## src/rtl/detector_pkg.sv

```systemverilog
// Shared types and default sizes for the sequence detector and its session controller.
package detector_pkg;

  localparam int DEF_WORD_W     = 24;
  localparam int DEF_CNT_W      = 8;
  localparam int DEF_CLR_CYCLES = 2;

  typedef enum logic [1:0] {
    IDLE,
    CLEAR,
    SHIFT,
    DONE
  } ctrl_state_t;

  // Requested bit count limited to what the pattern register can hold.
  function automatic int clamp_len(input int len, input int max_len);
    return (len > max_len) ? max_len : len;
  endfunction

endpackage

```

## src/rtl/detector_session_ctrl_if.sv

```systemverilog
// Control and detector-side signals of one detector test session.
// Optional abort input present when DETCTRL_ABORT_EN is defined.
interface detector_session_ctrl_if
  import detector_pkg::*;
#(
  parameter int WORD_W = DEF_WORD_W,
  parameter int LEN_W  = $clog2(WORD_W + 1),
  parameter int CNT_W  = DEF_CNT_W
);

  logic              start;
  logic [WORD_W-1:0] pattern;
  logic [LEN_W-1:0]  len;
`ifdef DETCTRL_ABORT_EN
  logic              abort;
`endif
  logic              busy;
  logic              done;
  logic              det_rst;
  logic              det_ena;
  logic              det_sig;
  logic              det_z;
  logic [CNT_W-1:0]  hit_count;
  logic              overflow;

  // Requester side: issues sessions and plays the detector's flag back.
  modport master (
`ifdef DETCTRL_ABORT_EN
    output abort,
`endif
    output start, pattern, len, det_z,
    input  busy, done, det_rst, det_ena, det_sig, hit_count, overflow
  );

  // Controller side.
  modport slave (
`ifdef DETCTRL_ABORT_EN
    input  abort,
`endif
    input  start, pattern, len, det_z,
    output busy, done, det_rst, det_ena, det_sig, hit_count, overflow
  );

endinterface

```

## src/rtl/sat_counter.sv

```systemverilog
// Saturating event counter with sticky overflow flag.
// Latency: count updates the cycle after inc/clr; clr has priority over inc.
// Backpressure: none; every inc is absorbed, beyond full scale only ovf records it.
module sat_counter #(
  parameter int CNT_W = 8
) (
  input  logic             clk,
  input  logic             rst,
  input  logic             clr,
  input  logic             inc,
  output logic [CNT_W-1:0] count,
  output logic             ovf
);

  always_ff @(posedge clk) begin
    if (!rst) begin
      count <= '0;
      ovf   <= 1'b0;
    end else if (clr) begin
      count <= '0;
      ovf   <= 1'b0;
    end else if (inc) begin
      if (&count) begin
        ovf <= 1'b1;
      end else begin
        count <= count + CNT_W'(1);
      end
    end
  end

endmodule

```

## src/rtl/detector_session_ctrl.sv

```systemverilog
// Runs detector test sessions: clear, shift a latched pattern in LSB first, count hits, pulse done.
// Latency: first bit CLR_CYCLES+1 cycles after start, done CLR_CYCLES+len+1 cycles after start.
// Backpressure: none; start is taken only in IDLE, ignored while busy. DETCTRL_ABORT_EN adds abort.
module detector_session_ctrl
  import detector_pkg::*;
#(
  parameter int WORD_W     = DEF_WORD_W,
  parameter int LEN_W      = $clog2(WORD_W + 1),
  parameter int CNT_W      = DEF_CNT_W,
  parameter int CLR_CYCLES = DEF_CLR_CYCLES
) (
  input logic                    clk,
  input logic                    rst,
  detector_session_ctrl_if.slave bus
);

  localparam int CLR_W = (CLR_CYCLES > 1) ? $clog2(CLR_CYCLES) : 1;

  ctrl_state_t       state;
  logic [WORD_W-1:0] pattern_q;
  logic [LEN_W-1:0]  len_q;
  logic [LEN_W-1:0]  idx;
  logic [CLR_W-1:0]  clr_cnt;
  logic              abort_req;
  logic              start_acc;
  logic              hit;

`ifdef DETCTRL_ABORT_EN
  assign abort_req = bus.abort;
`else
  assign abort_req = 1'b0;
`endif

  assign start_acc = (state == IDLE) && bus.start;
  // det_ena is high exactly in SHIFT, so it doubles as the hit qualifier.
  assign hit       = bus.det_ena && bus.det_z;
  assign bus.det_sig = bus.det_ena & pattern_q[idx];

  always_ff @(posedge clk) begin
    if (!rst) begin
      state       <= IDLE;
      pattern_q   <= '0;
      len_q       <= '0;
      idx         <= '0;
      clr_cnt     <= '0;
      bus.busy    <= 1'b0;
      bus.done    <= 1'b0;
      bus.det_rst <= 1'b1;
      bus.det_ena <= 1'b0;
    end else begin
      bus.done <= 1'b0;
      case (state)
        IDLE: begin
          if (bus.start) begin
            pattern_q   <= bus.pattern;
            len_q       <= LEN_W'(clamp_len(int'(bus.len), WORD_W));
            clr_cnt     <= '0;
            bus.busy    <= 1'b1;
            bus.det_rst <= 1'b1;
            bus.det_ena <= 1'b0;
            state       <= CLEAR;
          end
        end

        CLEAR: begin
          if (abort_req || ((clr_cnt == CLR_W'(CLR_CYCLES - 1)) && (len_q == '0))) begin
            bus.done    <= 1'b1;
            bus.det_rst <= 1'b0;
            bus.det_ena <= 1'b0;
            state       <= DONE;
          end else if (clr_cnt == CLR_W'(CLR_CYCLES - 1)) begin
            idx         <= '0;
            bus.det_rst <= 1'b0;
            bus.det_ena <= 1'b1;
            state       <= SHIFT;
          end else begin
            clr_cnt <= clr_cnt + CLR_W'(1);
          end
        end

        SHIFT: begin
          idx <= idx + LEN_W'(1);
          if (abort_req || (idx == len_q - LEN_W'(1))) begin
            bus.done    <= 1'b1;
            bus.det_ena <= 1'b0;
            state       <= DONE;
          end
        end

        DONE: begin
          // Detector stays out of reset during DONE so its state can be inspected.
          bus.busy    <= 1'b0;
          bus.det_rst <= 1'b1;
          bus.det_ena <= 1'b0;
          state       <= IDLE;
        end

        default: begin
          bus.busy    <= 1'b0;
          bus.det_rst <= 1'b1;
          bus.det_ena <= 1'b0;
          state       <= IDLE;
        end
      endcase
    end
  end

  sat_counter #(
    .CNT_W(CNT_W)
  ) u_hit_cnt (
    .clk  (clk),
    .rst  (rst),
    .clr  (start_acc),
    .inc  (hit),
    .count(bus.hit_count),
    .ovf  (bus.overflow)
  );

endmodule

```

## src/flat_wrapper.sv

```systemverilog
// flat-port wrapper written by rule: the top's interface ports become plain ports
module detector_session_ctrl_flat import detector_pkg::*;
#(
  parameter int WORD_W     = DEF_WORD_W,
  parameter int LEN_W      = $clog2(WORD_W + 1),
  parameter int CNT_W      = DEF_CNT_W,
  parameter int CLR_CYCLES = DEF_CLR_CYCLES
)
  (clk, rst, bus_start, bus_pattern, bus_len, bus_det_z, bus_busy, bus_done, bus_det_rst, bus_det_ena, bus_det_sig, bus_hit_count, bus_overflow);
  detector_session_ctrl_if #(.WORD_W(WORD_W), .LEN_W(LEN_W), .CNT_W(CNT_W)) bus_i ();
  input logic clk;
  input logic rst;
  input wire logic [$bits(bus_i.start)-1:0] bus_start;
  input wire logic [$bits(bus_i.pattern)-1:0] bus_pattern;
  input wire logic [$bits(bus_i.len)-1:0] bus_len;
  input wire logic [$bits(bus_i.det_z)-1:0] bus_det_z;
  output wire logic [$bits(bus_i.busy)-1:0] bus_busy;
  output wire logic [$bits(bus_i.done)-1:0] bus_done;
  output wire logic [$bits(bus_i.det_rst)-1:0] bus_det_rst;
  output wire logic [$bits(bus_i.det_ena)-1:0] bus_det_ena;
  output wire logic [$bits(bus_i.det_sig)-1:0] bus_det_sig;
  output wire logic [$bits(bus_i.hit_count)-1:0] bus_hit_count;
  output wire logic [$bits(bus_i.overflow)-1:0] bus_overflow;
  assign bus_i.start = bus_start;
  assign bus_i.pattern = bus_pattern;
  assign bus_i.len = bus_len;
  assign bus_i.det_z = bus_det_z;
  assign bus_busy = bus_i.busy;
  assign bus_done = bus_i.done;
  assign bus_det_rst = bus_i.det_rst;
  assign bus_det_ena = bus_i.det_ena;
  assign bus_det_sig = bus_i.det_sig;
  assign bus_hit_count = bus_i.hit_count;
  assign bus_overflow = bus_i.overflow;
  detector_session_ctrl #(.WORD_W(WORD_W), .LEN_W(LEN_W), .CNT_W(CNT_W), .CLR_CYCLES(CLR_CYCLES)) u_core (.clk(clk), .rst(rst), .bus(bus_i));
endmodule
```

## config.mk

```make
export PLATFORM = sky130hd
export DESIGN_NAME = detector_session_ctrl_flat
export DESIGN_NICKNAME = d
export VERILOG_FILES = /design/src/rtl/detector_pkg.sv /design/src/rtl/detector_session_ctrl_if.sv /design/src/rtl/sat_counter.sv /design/src/rtl/detector_session_ctrl.sv /design/src/flat_wrapper.sv
export SDC_FILE = /design/constraint.sdc
export NUM_CORES = 1
export LEC_CHECK = 0
export ABC_AREA = 1
export CORE_UTILIZATION = 40
export CTS_CLUSTER_DIAMETER = 40
export DETAILED_ROUTE_END_ITERATION = 8
export GPL_TIMING_DRIVEN = 0
export PLACE_DENSITY_LB_ADDON = 0.05
export REMOVE_ABC_BUFFERS = 1
export SYNTH_ARGS = -nofsm -noshare
export SYNTH_HDL_FRONTEND = slang
export SYNTH_HIERARCHICAL = 1
export SYNTH_SLANG_ARGS = --single-unit
export TNS_END_PERCENT = 100
```

## constraint.sdc

```tcl
create_clock -name clk -period 2.7 [get_ports clk]
set_clock_uncertainty 0.2 [all_clocks]
set_input_delay 0.54 -clock clk [delete_from_list [all_inputs] [get_ports clk]]
set_output_delay 0.54 -clock clk [all_outputs]
set_load 0.005 [all_outputs]
```

==> results.sh <==
export IMPL_outcome="complete, no violations"
export IMPL_preCtsSetupSlack_ns=-1.13
export IMPL_clk_pin_slew_ns=0.08
export IMPL_postRouteWirelength_um=5780
export IMPL_clockBufferDepth=2
export IMPL_die_h_um=82.0
export IMPL_area_growth_pct=23.9
export IMPL_path_cells="buf_4 > a21oi_1 > o21ai_0 > o21ai_1 > nand2_1 > nand2_1 > nand3_1 > a21boi_2 > dlygate4sd2_1"
export IMPL_routedWlPerCell_um=11.6
export IMPL_vias=2442
export IMPL_mostFrequentLayoutCells="nand2_1 (72), nor2_1 (62), dfxtp_1 (48), clkdlybuf4s50_1 (45), inv_1 (43)"
export IMPL_hold_class="flop to flop"
export IMPL_gp_congestion=0.811
export IMPL_crit_path_max_incr_delay_ns=0.36
export IMPL_grt_max_degree=44
export IMPL_tightest_slew_ns=1.02
export IMPL_synth_cells=378
export IMPL_setup_viol=0
export IMPL_dp_hpwl_um=4010
export IMPL_fin_util_pct=52.4
export IMPL_hold_violations=0
export IMPL_synth_edf_count=0
export IMPL_clockRootBuffer="clkbuf_8"
export IMPL_cts_sinks=50
export IMPL_p_per_area_nw_per_um2=763
export IMPL_cp_end_kind="output port"
export IMPL_fin_nets=462
export IMPL_htreeDepth=2
export IMPL_worstSkewPairLatency_ns=0.30
export IMPL_ys_flop_type="dfxtp_1"
export IMPL_maxCapViolations=0
export IMPL_irDropWorstVdd_mv=0.493
export IMPL_highest_layer="met4"
export IMPL_wl_met2_um=2620
export IMPL_cp_data_required_time_ns=1.96
export IMPL_avgViaCountPerCell=4.92
export IMPL_synth_seq_cells=50
export IMPL_firstDrtPassIters=4
export IMPL_mostFrequentLayoutCell="nand2_1"
export IMPL_critPathMaxFanout=8
export IMPL_rsz0062_at_grt="no"
export IMPL_wl_met1_um=2840
export IMPL_route_met3_wl_um=272
export IMPL_design_area_um2=3170
export IMPL_route_detailed_drc=0
export IMPL_ys_types=30
export IMPL_die_area_um2=6730
export IMPL_arrival_ns=1.79
export IMPL_antenna_cells=0
export IMPL_holdBufCountCts=0
export IMPL_port_buffers=46
export IMPL_whs_ns=0.259
export IMPL_async_reset_ff_share_pct=0
export IMPL_timing_fmax_mhz=395
export IMPL_p_leak_uw=0.00129
export IMPL_final_antenna_net_count=0
export IMPL_core_area_um2=6060
export IMPL_syn_area_um2=2560
export IMPL_io_pins=47
export IMPL_initial_core_util_pct=42.3
export IMPL_final_layout_size_suffix_gt1_share_pct=6.41
export IMPL_finalCriticalPeriod_ns=2.53
export IMPL_place_area_um2=3040
export IMPL_yosysWarnings=6
export IMPL_first_global_vias=2138
export IMPL_fp_dieW_um=82.0
export IMPL_fin_crit_sh_pct=93.8
export IMPL_grt_pass1_wl_um=9600
export IMPL_first_iter_violations=91
export IMPL_finalPower_uw=2420
export IMPL_maxSlewHeadroom_pct=31.6
export IMPL_crit_type="flop to output port"
export IMPL_setup_slack_ns=0.168
export IMPL_cts_made_buffers=5
export IMPL_grt_util_all_layers_pct=18.7
export IMPL_slowest_stage="dfxtp_4"
export IMPL_slew_viol_final=0
export IMPL_antenna_found_initial=0
export IMPL_cts_tree="built"
export IMPL_critPathLaunchType="flop"
export IMPL_critPathBufInv=2
export IMPL_avgSynthCellArea_um2=6.78
export IMPL_crit_family="compound AO/OA/AOI/OAI gates"
export IMPL_yosysSeqAreaShare_pct=39.1
export IMPL_cpMostUsedCell="nand2_1"
export IMPL_row_count=28
export IMPL_grt_ovfl_total=0
what timing repair did:
action / in CTS / in global routing
endpoints found under the setup margin: 28 / 4
setup buffers: 3 / 0
gates resized for setup: 10 / 1
hold endpoints to repair: 0 / 0
state kept, by name (all words and copies together), names as in the netlist:
signal and count:
u_core/clr_cnt 1, u_core/pattern_q 24, u_core/idx 5, u_core/bus.det_rst 1, u_core/u_hit_cnt/count 8, u_core/bus.busy 1, u_core/u_hit_cnt/ovf 1, u_core/bus.det_ena 1
u_core/state 2, u_core/bus.done 1, u_core/len_q 5
layer usage:
layer | global-route usage [%] | vias to the layer above
met5 | 0 | -
met4 | 4.74 | 0
met3 | 5.22 | 4
met2 | 31.0 | 41
met1 | 23.8 | 1091
li1 | - | 1306
worst register-to-register path, delay by kind of cell, from the launching register on:
family / cells / cell delay [ns]
AO/OA/AOI/OAI: 1 / 0.07
buffers and inverters: 4 / 0.61
AND/OR/NAND/NOR: 3 / 0.69
adder cells (fa/ha/maj): 1 / 0.25
flip-flops: 1 / 0.38
power breakdown:
group	internal (uW)	switching, uW
logic	392	598
clock network	179	233
registers	910	109
kinds of logic (layout without fill, tap and decap cells):
logic type / count (synthesis) / in the layout / synth area share, %
xor gates and xnor gates: 1 / 1 / 0.342
AOI/OAI and AO/OA: 81 / 81 / 16.9
DFF: 50 / 50 / 39.1
adders and majority gates: 8 / 8 / 3.91
buffers and inverters: 60 / 103 / 9.72
and+or+nand+nor: 178 / 178 / 30.1
cell usage after synthesis (3+ instances only):
master | number | area share (%)
nor3_1 | 5 | 0.98
a21oi_1 | 29 | 5.7
inv_1 | 43 | 6.3
o21ai_1 | 4 | 0.78
dfxtp_1 | 50 | 39
nor2_2 | 3 | 0.73
nand2_2 | 3 | 0.73
o211ai_1 | 4 | 1.2
nand2_1 | 73 | 11
clkbuf_1 | 7 | 1.0
a211oi_1 | 5 | 1.5
o21ai_0 | 37 | 7.2
nand3_1 | 26 | 5.1
inv_2 | 3 | 0.44
nor2_1 | 62 | 9.1
ha_1 | 8 | 3.9
metrics by stage:
stage	TNS, ns	std cells
final	0	496
after global routing	0	496
after CTS	0	496
after detailed placement	-24.44	486
after global placement	-22.85	486
after floorplan	0	365
area by class of cell:
cell class	instances	area, um2
inverters	47	180
repair buffers	49	494
fillers	636	2890
well taps	75	93.8
clock buffers	7	76.3
flip-flops and latches	50	1010
multi-input cells	268	1320
final timing paths:
check | from | endpoint | slack [ns] | cells past startpoint
min reg2reg | u_core/pattern_q[1]$_SDFFE_PN0P_ | u_core/pattern_q[1]$_SDFFE_PN0P_ | 0.26 | 2
min | u_core/pattern_q[1]$_SDFFE_PN0P_ | u_core/pattern_q[1]$_SDFFE_PN0P_ | 0.26 | 2
max reg2reg | u_core/state[0]$_SDFFE_PN0P_ | u_core/u_hit_cnt/count[2]$_SDFFE_PP0P_ | 0.45 | 9
max | u_core/idx[0]$_SDFFE_PN0P_ | bus_det_sig | 0.17 | 9
(Power assumes the default switching activity.)
